<file path="src/rtl/result_matrix_collector.sv">
// result_matrix_collector: captures strobed M x M results, flags completion, streams them out row-major.
// Optional duplicate-write protection is enabled by defining RESULT_DUP_CHECK_EN.
module result_matrix_collector #(
  parameter int M = 4,
  parameter int W = 32,
  localparam int IW = (M > 1) ? $clog2(M) : 1
) (
  input  logic          clk,
  input  logic          rst,
  input  logic          clear,
  input  logic [W-1:0]  z_out,
  input  logic [IW-1:0] z_i,
  input  logic [IW-1:0] z_j,
  input  logic          z_stb,
  output logic          z_ack,
  output logic          collect_done,
  input  logic          rd_start,
  output logic [W-1:0]  rd_data,
  output logic [IW-1:0] rd_i,
  output logic [IW-1:0] rd_j,
  output logic          rd_valid,
  input  logic          rd_ready,
  output logic          rd_last,
  output logic          rd_done,
  output logic          idx_err,
  output logic          dup_err
);
  localparam int AW = (M > 1) ? $clog2(M * M) : 1;
  localparam int CW = $clog2(M * M + 1);
  localparam logic [1:0] COLLECT = 2'd0;
  localparam logic [1:0] FULL    = 2'd1;
  localparam logic [1:0] READ    = 2'd2;
  logic [1:0]    r_state;
  logic [CW-1:0] r_cnt;
  logic [M*M-1:0] r_bm;
  logic          r_ack;
  logic [IW-1:0] r_ri;
  logic [IW-1:0] r_rj;
  logic          r_done;
  logic          r_idx_err;
  logic [W-1:0]  r_mem [M*M];
  logic          w_cap;
  logic          w_inr;
  logic          w_new;
  logic          w_we;
  logic          w_xfer;
  logic          w_end;
  logic [AW-1:0] w_addr;
  logic [AW-1:0] w_raddr;
  assign w_inr   = ({1'b0, z_i} < (IW+1)'(M)) && ({1'b0, z_j} < (IW+1)'(M));
  assign w_addr  = AW'(z_i) * AW'(M) + AW'(z_j);
  assign w_raddr = AW'(r_ri) * AW'(M) + AW'(r_rj);
  // a strobe still held while z_ack is high is the same request, not a new one
  assign w_cap   = (r_state == COLLECT) && z_stb && !r_ack && !clear;
  assign w_new   = w_cap && w_inr && !r_bm[w_addr];
  assign w_xfer  = rd_valid && rd_ready && !clear;
  assign w_end   = (r_ri == IW'(M-1)) && (r_rj == IW'(M-1));
`ifdef RESULT_DUP_CHECK_EN
  logic r_dup_err;
  assign w_we    = w_new;
  assign dup_err = r_dup_err;
  always_ff @(posedge clk or negedge rst)
    if (!rst) r_dup_err <= 1'b0;
    else if (w_cap && w_inr && r_bm[w_addr]) r_dup_err <= 1'b1;
`else
  assign w_we    = w_cap && w_inr;
  assign dup_err = 1'b0;
`endif
  assign z_ack        = r_ack;
  assign collect_done = r_state != COLLECT;
  assign rd_valid     = r_state == READ;
  assign rd_data      = rd_valid ? r_mem[w_raddr] : '0;
  assign rd_i         = r_ri;
  assign rd_j         = r_rj;
  assign rd_last      = rd_valid && w_end;
  assign rd_done      = r_done;
  assign idx_err      = r_idx_err;
  always_ff @(posedge clk)
    if (w_we) r_mem[w_addr] <= z_out;
  always_ff @(posedge clk or negedge rst) begin
    if (!rst) begin
      r_state   <= COLLECT;
      r_cnt     <= '0;
      r_bm      <= '0;
      r_ack     <= 1'b0;
      r_ri      <= '0;
      r_rj      <= '0;
      r_done    <= 1'b0;
      r_idx_err <= 1'b0;
    end else begin
      r_ack  <= w_cap;
      r_done <= 1'b0;
      if (w_cap && !w_inr) r_idx_err <= 1'b1;
      if (clear) begin
        r_state <= COLLECT;
        r_cnt   <= '0;
        r_bm    <= '0;
        r_ri    <= '0;
        r_rj    <= '0;
      end else begin
        if (w_new) begin
          r_bm[w_addr] <= 1'b1;
          r_cnt        <= r_cnt + CW'(1);
          if (r_cnt == CW'(M*M-1)) r_state <= FULL;
        end
        if (r_state == FULL && rd_start) begin
          r_state <= READ;
          r_ri    <= '0;
          r_rj    <= '0;
        end
        if (w_xfer) begin
          if (w_end) begin
            r_state <= FULL;
            r_done  <= 1'b1;
            r_ri    <= '0;
            r_rj    <= '0;
          end else if (r_rj == IW'(M-1)) begin
            r_rj <= '0;
            r_ri <= r_ri + IW'(1);
          end else r_rj <= r_rj + IW'(1);
        end
      end
    end
  end
endmodule

</file>
<file path="config.mk">
export PLATFORM = sky130hd
export DESIGN_NAME = result_matrix_collector
export DESIGN_NICKNAME = d
export VERILOG_FILES = /design/src/rtl/result_matrix_collector.sv
export SDC_FILE = /design/constraint.sdc
export NUM_CORES = 1
export LEC_CHECK = 0
export CORE_MARGIN = 10
export CORE_UTILIZATION = 45
export CTS_CLUSTER_SIZE = 25
export DETAILED_ROUTE_END_ITERATION = 7
export PLACE_DENSITY = 0.64
export SYNTH_ARGS = -nofsm -noshare
export SYNTH_HDL_FRONTEND = slang
export SYNTH_SLANG_ARGS = --single-unit
</file>
<file path="constraint.sdc">
create_clock -name clk -period 5.3 [get_ports clk]
set_input_delay 1.06 -clock clk [delete_from_list [all_inputs] [get_ports clk]]
set_output_delay 1.06 -clock clk [all_outputs]
set_load 0.02 [all_outputs]
</file>
==> flow_metrics.tcl <==
set metrics [dict create \
    cp.arrival_ns 3.60 \
    clock-sinks 541 \
    fin_util_pct 53.0 \
    drive_gt1_share_pct 28.3 \
    place_hpwl_mm 23.0 \
    cp_num_cells 5 \
    ys_seq_area_share_pct 76.7 \
    finalCritPeriodShare_pct 87.8 \
    slew_viol_final 0 \
    placed_area_um2 22700 \
    routed-via-count 9640 \
    grt_pass1_wl_mm 66.4 \
    num_rows 79 \
    fin_skew_ns 0.0146 \
    power_density_nw_per_um2 357 \
    drt_first_pass_iters 5 \
    cts_buffer_depth 3 \
    tns_ns 0 \
    crit_type "flop to primary output" \
    io_buffer_count 82 \
    final_common_cell "edfxtp_1" \
    cts-resized-gates 0 \
    layout_min_cycle_time_ns 4.66 \
    cts_root_buf "clkbuf_16" \
    final_cell_mix "edfxtp_1 (512), mux4_2 (162), clkdlybuf4s50_1 (82)" \
    cp_max_fo 31 \
    slowest_delay_ns 0.86 \
    fin_cells 1686 \
    syn_area_um2 21000 \
    drv_cap 0 \
    netlist_instances 912 \
    finalWirelength_mm 44.4 \
    cp-start-kind "flop" \
    crit_slowest_cell "dfrtp_4" \
    p_leak_nw 7.57 \
    tightestPinTransition_ns 0.948 \
    end_kind "primary output" \
    grt.overflow.total 0 \
    fp.dieH_um 236 \
    worst_hold_slack_ns 0.511 \
    antenna_found_initial 2 \
    ys_ff_latch 541 \
    drtAntennaViolNets 0 \
    cts_max_level 2 \
    fmax_mhz 215 \
    required_ns 4.24 \
    critical_path_buf_inv_count 2 \
    path_clk_slew_ns 0.06 \
    fin_nets 1079 \
    hold_start "r_cnt[0]$_DFFE_PN0P_" \
    tritoncts "yes" \
    fin_area_um2 24600 \
    grt_setup_unrepaired "false" \
    drt-vias-per-instance 5.72 \
    finalWorstSetupSlack_ns 0.644 \
    hold_path.class "flop to flop" \
    post-place-ws_ns 1.20 \
    pwr-share-seq_pct 53.8 \
    status "finished clean" \
    die_x_um 236 \
    cp-startpoint "rd_j[0]$_DFFE_PN0P_" \
    initial_utilization_pct 45.3 \
    path_cells "buf_4, mux4_2, mux4_2, and2_1, clkdlybuf4s50_1" \
    synth_cell_types 38 \
    avgRoutedWirePerCell_um 26.4 \
    switching_share_pct 19.2 \
    syn2layout_area_growth_pct 17.1 \
    crit_top_cell "mux4_2" \
    grt.total_usage_pct 15.9 \
    holdBufCountCts 0 \
    die_area_um2 55700 \
    core-area_um2 46400 \
    r2r_start "r_state[0]$_DFF_PN0_" \
    setup_viol 0 \
    p_clk_share_pct 44.4 \
    power_mw 8.76 \
    vdd_drop_max_mv 0.263 \
    combPwrFrac_pct 1.8 \
    grt_pass1_vias 10100 \
    critPathTopFamily "multiplexers" \
    maxSlewHeadroom_pct 36.7 \
    p_sw_mw 1.68 \
    hold_path_depth 1 \
    cts_made_buffers 53 \
    rr_worst_depth 6 \
    io_pins 85 \
    grt_max_degree 52 \
    dp.cells 1585 \
    post_cts.repair.setup_buffers 0 \
    power.internal_mw 7.08 \
    drtIter0Drc 831 \
    drc_errors 0 \
    yosys_warnings 0 \
    hold_viol 0 \
    syn-mean-instance-area_um2 23.0 \
    insertion_delay_ns 0.60 \
    gp_congestion 0.740 \
]
[metal layers]
layer / share of wire (%) / global-route usage [%] / up-vias / wire, um
li1: - / - / 4088 / -
met4: 2.2 / 4.55 / 2 / 972
met5: 0.027 / 0 / - / 12
met2: 49 / 25.5 / 283 / 22000
met3: 5.9 / 2.86 / 69 / 2610
met1: 42 / 21.9 / 5198 / 18900
[power by group through the flow]
stage	Combinational [mW]	Clock [mW]	Sequential [mW]
final	0.158	3.89	4.72
after global routing	0.173	4.13	4.72
after CTS	0.159	3.96	4.72
after detailed placement	0.159	0	4.81
after global placement	0.154	0	4.80
after floorplan	0.0483	0	4.81
[path summary, 6_finish.rpt]
check	endpoint	slack, ns
min reg2reg	r_cnt[0]$_DFFE_PN0P_	0.51
max in group asynchronous	rd_j[0]$_DFFE_PN0P_	4.14
max reg2reg	r_mem[12][7]$_DFFE_PP_	2.53
min	r_cnt[0]$_DFFE_PN0P_	0.51
min in group asynchronous	rd_j[1]$_DFFE_PN0P_	0.85
max	rd_data[26]	0.64
[logic make-up (layout without fill, tap and decap cells)]
group                      Yosys count  in the layout  share of synthesized area [%]
other                                1              3                         0.0179
DFF                                541            541                           76.7
buffers and inverters               72            237                           1.64
adders and majority gates            4              4                          0.239
AOI/OAI and AO/OA                   27             27                          0.894
and+or+nand+nor                     94             94                           2.54
muxes                              173            173                           17.9
[final cells by class]
| class | instances | area, um2 |
|---|---|---|
| well taps | 607 | 759 |
| flip-flops and latches | 541 | 16100 |
| clock inverters | 38 | 410 |
| multi-input cells | 300 | 4630 |
| diodes | 1 | 2.50 |
| fillers | 3535 | 21800 |
| repair buffers | 116 | 1160 |
| clock buffers | 62 | 1400 |
| inverters | 21 | 78.8 |
[Yosys cell counts, drive strengths merged]
library cell | n | area [um2]
and3 | 1 | 6.26
a21oi | 2 | 10.0
edfxtp | 512 | 15400
inv | 21 | 78.8
or3 | 1 | 6.26
mux4 | 162 | 3650
ha | 4 | 50.1
nand3 | 4 | 20.0
o31ai | 2 | 15.0
o21ai | 2 | 10.0
nor2b | 2 | 12.5
dfrtp | 29 | 726
mux2i | 7 | 70.1
a22o | 1 | 8.76
buf | 33 | 198
nor3 | 12 | 65.1
conb | 1 | 3.75
o32ai | 7 | 61.3
a21boi | 1 | 7.51
or3b | 2 | 17.5
mux2 | 4 | 45.0
and2 | 32 | 200
nor2 | 13 | 48.8
clkbuf | 18 | 67.6
a31oi | 2 | 12.5
nand2b | 9 | 56.3
nor4 | 4 | 25.0
or2 | 2 | 12.5
nand3b | 2 | 15.0
nand2 | 10 | 47.6
o22ai | 10 | 62.6
[state kept, by name, summed over array words and instances (netlist names)]
name / flops
r_bm: 16
r_cnt: 5
r_mem: 512
r_state: 2
rd_done: 1
rd_i: 2
rd_j: 2
z_ack: 1
(Power assumes the default switching activity.)
